File: src/rtl/wb_pipe_stage.sv
// rtl/wb_pipe_stage.sv - writeback pipeline register with optional two-entry skid buffer (WB_PIPE_SKID_EN)
module wb_pipe_stage #(
    parameter int IDX_W  = 5,
    parameter int SEL_W  = 2,
    parameter int DATA_W = 32
) (
    input  logic              clk,
    input  logic              rst,
    input  logic              flush,
    input  logic              in_valid,
    output logic              in_ready,
    input  logic [IDX_W-1:0]  in_index,
    input  logic              in_wr_en,
    input  logic [SEL_W-1:0]  in_sel,
    input  logic [DATA_W-1:0] in_data,
    output logic              out_valid,
    input  logic              out_ready,
    output logic [IDX_W-1:0]  out_index,
    output logic              out_wr_en,
    output logic [SEL_W-1:0]  out_sel,
    output logic [DATA_W-1:0] out_data,
    output logic [1:0]        occupancy
);

    logic              m_valid, m_valid_n;
    logic [IDX_W-1:0]  m_index, m_index_n;
    logic              m_wr_en, m_wr_en_n;
    logic [SEL_W-1:0]  m_sel, m_sel_n;
    logic [DATA_W-1:0] m_data, m_data_n;

    logic accept;
    logic pop;

    assign pop    = m_valid & out_ready;
    assign accept = in_valid & in_ready;

`ifdef WB_PIPE_SKID_EN
    logic              s_valid, s_valid_n;
    logic [IDX_W-1:0]  s_index, s_index_n;
    logic              s_wr_en, s_wr_en_n;
    logic [SEL_W-1:0]  s_sel, s_sel_n;
    logic [DATA_W-1:0] s_data, s_data_n;
    logic              ready_q;

    // in_ready is registered from the next skid state, so it never sees in_* or out_ready combinationally
    assign in_ready = ready_q;

    always_comb begin
        m_valid_n = m_valid;
        m_index_n = m_index;
        m_wr_en_n = m_wr_en;
        m_sel_n   = m_sel;
        m_data_n  = m_data;
        s_valid_n = s_valid;
        s_index_n = s_index;
        s_wr_en_n = s_wr_en;
        s_sel_n   = s_sel;
        s_data_n  = s_data;
        if (!m_valid || pop) begin
            if (s_valid) begin
                m_valid_n = 1'b1;
                m_index_n = s_index;
                m_wr_en_n = s_wr_en;
                m_sel_n   = s_sel;
                m_data_n  = s_data;
                s_valid_n = 1'b0;
                s_index_n = '0;
                s_wr_en_n = 1'b0;
                s_sel_n   = '0;
                s_data_n  = '0;
            end else if (accept) begin
                m_valid_n = 1'b1;
                m_index_n = in_index;
                m_wr_en_n = in_wr_en;
                m_sel_n   = in_sel;
                m_data_n  = in_data;
            end else begin
                m_valid_n = 1'b0;
                m_index_n = '0;
                m_wr_en_n = 1'b0;
                m_sel_n   = '0;
                m_data_n  = '0;
            end
        end else if (accept) begin
            s_valid_n = 1'b1;
            s_index_n = in_index;
            s_wr_en_n = in_wr_en;
            s_sel_n   = in_sel;
            s_data_n  = in_data;
        end
    end

    always_ff @(posedge clk) begin
        if (rst || flush) begin
            s_valid <= 1'b0;
            s_index <= '0;
            s_wr_en <= 1'b0;
            s_sel   <= '0;
            s_data  <= '0;
            ready_q <= 1'b1;
        end else begin
            s_valid <= s_valid_n;
            s_index <= s_index_n;
            s_wr_en <= s_wr_en_n;
            s_sel   <= s_sel_n;
            s_data  <= s_data_n;
            ready_q <= !s_valid_n;
        end
    end

    assign occupancy = {1'b0, m_valid} + {1'b0, s_valid};
`else
    // Single-entry build: space frees up in the same cycle the head is consumed
    assign in_ready = !m_valid | out_ready;

    always_comb begin
        m_valid_n = m_valid;
        m_index_n = m_index;
        m_wr_en_n = m_wr_en;
        m_sel_n   = m_sel;
        m_data_n  = m_data;
        if (!m_valid || pop) begin
            if (accept) begin
                m_valid_n = 1'b1;
                m_index_n = in_index;
                m_wr_en_n = in_wr_en;
                m_sel_n   = in_sel;
                m_data_n  = in_data;
            end else begin
                m_valid_n = 1'b0;
                m_index_n = '0;
                m_wr_en_n = 1'b0;
                m_sel_n   = '0;
                m_data_n  = '0;
            end
        end
    end

    assign occupancy = {1'b0, m_valid};
`endif

    always_ff @(posedge clk) begin
        if (rst || flush) begin
            m_valid <= 1'b0;
            m_index <= '0;
            m_wr_en <= 1'b0;
            m_sel   <= '0;
            m_data  <= '0;
        end else begin
            m_valid <= m_valid_n;
            m_index <= m_index_n;
            m_wr_en <= m_wr_en_n;
            m_sel   <= m_sel_n;
            m_data  <= m_data_n;
        end
    end

    // A bubble must never write the register file
    assign out_valid = m_valid;
    assign out_wr_en = m_wr_en & m_valid;
    assign out_index = m_index;
    assign out_sel   = m_sel;
    assign out_data  = m_data;

endmodule

File: config.mk
export PLATFORM = sky130hd
export DESIGN_NAME = wb_pipe_stage
export DESIGN_NICKNAME = d
export VERILOG_FILES = /design/src/rtl/wb_pipe_stage.sv
export SDC_FILE = /design/constraint.sdc
export NUM_CORES = 1
export LEC_CHECK = 0
export CORE_ASPECT_RATIO = 1.25
export CORE_MARGIN = 3
export CORE_UTILIZATION = 40
export DETAILED_ROUTE_END_ITERATION = 12
export GPL_TIMING_DRIVEN = 1
export PLACE_DENSITY_LB_ADDON = 0.12
export SYNTH_ARGS = -nofsm -noshare
export SYNTH_HDL_FRONTEND = slang
export SYNTH_SLANG_ARGS = --single-unit
File: constraint.sdc
create_clock -name clk -period 2.5 [get_ports clk]
set_input_delay 0.5 -clock clk [delete_from_list [all_inputs] [get_ports clk]]
set_output_delay 0.5 -clock clk [all_outputs]
set_load 0.005 [all_outputs]
==> metrics <==
outcome=finished, final reports clean; Data required, critical path=2000 ps; cell count after synthesis=189; DIE AREA=5900 µm²; Mean Syn Cell Area=10.6 µm²; total CTS buffers=5; Critical Path End Type=output pin; worst hold path stage count=2; Vias=1,546; CTS resizes=0; starting density of the core=41.8%; R2R setup slack=1070 ps; yosys synthesis warning count=0; leakage power=0.945 nW; Reg2Reg Launch Point=out_valid; Buffers on Ports=87; Iter 0 DRT Violations=67; final core utilization=59.3%; startpoint types=input port; placed cells=319; Worst-path clk slew=70 ps; worst min-delay path class=reg -> reg; TritonCTS clock tree=yes; drt total wl=4440 µm; Syn Nets=234; Ports=89; first-pass GRT wire length=7670 µm; Tcrit/Tclk final=83.8%; Tmin final=2090 ps; largest net degree at the start of global routing=42; Crit Path Max Fanout=2; endpoints failing hold=0; # diodes=0; global placer's final weighted congestion=0.672; post-DR vias/cell=4.74; Die Span X=69.3 µm; # DRC=0; switching pwr=0.316 mW; r2r worst-path depth=5; Seq cells post-synth=41; min-delay src=out_data[25]; VDD IR-drop max=0.242 mV; Non-Filler Instances=326; post-CTS setup buffer count=0; sequential share of the synthesized area=40.9%; Bufs on Longest Clock Path=2; Nets=311; initial antenna violation count=0; GR Overflow Total=0; drt first pass iters=4; Flop pwr share=51.0%; Power Density=468 nW/µm²; Setup-failing EPs final=0; Worst Setup SP=out_ready; Crit Path Class=in -> out; post-synth cell types=18; CP max stage delay=440 ps; fraction of layout cells with a size suffix above 1=35.0%; clk_lat worst skew=280 ps; pins over their slew limit=0; Comb power frac=16.5%; Setup TNS=0 ps; H-tree depth=2; Fmax=477 MHz; dpl hpwl=2920 µm; RSZ-0062 raised after global routing=no; P_int=1.02 mW; crit-path most repeated cell=clkdlybuf4s50_1; post-route ant nets=0; Slew HR=57.4%; critical path cell sequence=clkdlybuf4s50_1 -> nor2b_4 -> inv_8 -> clkdlybuf4s50_1; Routed WL per cell=13.6 µm; area grow syn2layout=41.9%; clock sinks=41; cts hold-fix bufs=0; Hold Crit Endpoint=out_data[25]; vias in the first global route=1,578; Max Cap Violations=0; Critical R2R Capture=out_data[6]; Least-Margin Pin Slew=640 ps; DIE HEIGHT=85.1 µm; Total GRT Usage=16.0%; clk root buf=clkbuf_8; core area=4800 µm²; CP max stage cell=clkdlybuf4s50_1; Setup Skew=2.44 ps; clock network fraction of total power=32.5%; crit path DAT=1590 ps; switching portion of total power=23.7%; Core Rows=28; post-synthesis cell area=2000 µm²
-- final cells by class --
type / instances / area (µm²)
Multi-Input combinational cell: 126 / 931
Fill cell: 436 / 1950
Inverter: 1 / 11.3
Sequential cell: 41 / 821
Tap cell: 60 / 75.1
Timing Repair Buffer: 91 / 921
Clock buffer: 7 / 86.3
-- per-layer routing --
| metal | vias up | share of wire, % | GRT usage, % |
|---|---|---|---|
| met5 | - | 0 | 0 |
| met4 | 0 | 1.1 | 4.80 |
| met3 | 6 | 7.4 | 6.04 |
| met2 | 54 | 48 | 25.2 |
| met1 | 709 | 43 | 20.3 |
| li1 | 777 | - | - |
-- critical path, delay by kind of cell --
kind / cells / cell delay (ps)
buf+inv: 3 / 900
simple gates: 1 / 190
-- stage by stage --
step                worst slack (ps)  total power, mW  hold WS [ps]  cell area [µm²]
CTS                              400             1.36           460             2850
global placement                 400            0.917           441             2760
floorplan                       1110            0.811           436             2000
detailed placement               405            0.919           448             2760
finish                           406             1.33           453             2850
global route                     352             1.39           473             2850
-- flip-flops by register name (all words and copies together) (netlist names) --
register	flops
out_data	32
out_sel	2
out_valid	1
out_index	5
m_wr_en	1
-- Yosys cell counts (all sizes together) --
cell type	count	area (µm²)
a21oi	40	347
conb	1	3.75
inv	1	11.3
buf	16	183
nor2	2	7.51
and2	1	7.51
nand2	40	150
clkbuf	5	58.8
or2	1	6.26
nand3	40	395
nor2b	1	13.8
dfxtp	41	821
-- cell families after synthesis --
| group | after synthesis | share of synthesized area, % |
|---|---|---|
| flip-flops | 41 | 40.9 |
| buffers and inverters | 22 | 12.6 |
| AO/OA/AOI/OAI | 40 | 17.3 |
| AND/OR/NAND/NOR | 85 | 29.0 |
| other | 1 | 0.187 |
-- how the worst max path moves through the flow --
stage	to	slack, ps
finish	in_ready	410
global placement	in_ready	400
detailed placement	in_ready	400
global route	in_ready	350
CTS	in_ready	400
floorplan	in_ready	1110
-- power by group through the flow --
stage | Combinational (mW) | Clock [mW] | Sequential [mW]
after global routing | 0.239 | 0.472 | 0.683
after detailed placement | 0.223 | 0 | 0.696
after CTS | 0.224 | 0.451 | 0.680
final | 0.220 | 0.433 | 0.680
after global placement | 0.222 | 0 | 0.695
after floorplan | 0.114 | 0 | 0.697
-- cell usage in the layout (no fill, tap or decap), drive strengths merged --
cell type | netlist | final
a21oi | 40 | 40
and2 | 1 | 1
buf | 16 | 5
clkbuf | 5 | 7
clkdlybuf4s50 | 0 | 86
conb | 1 | 1
dfxtp | 41 | 41
inv | 1 | 1
nand2 | 40 | 40
nand3 | 40 | 40
nor2 | 2 | 2
nor2b | 1 | 1
or2 | 1 | 1
Power figures use the tool's default switching activity.
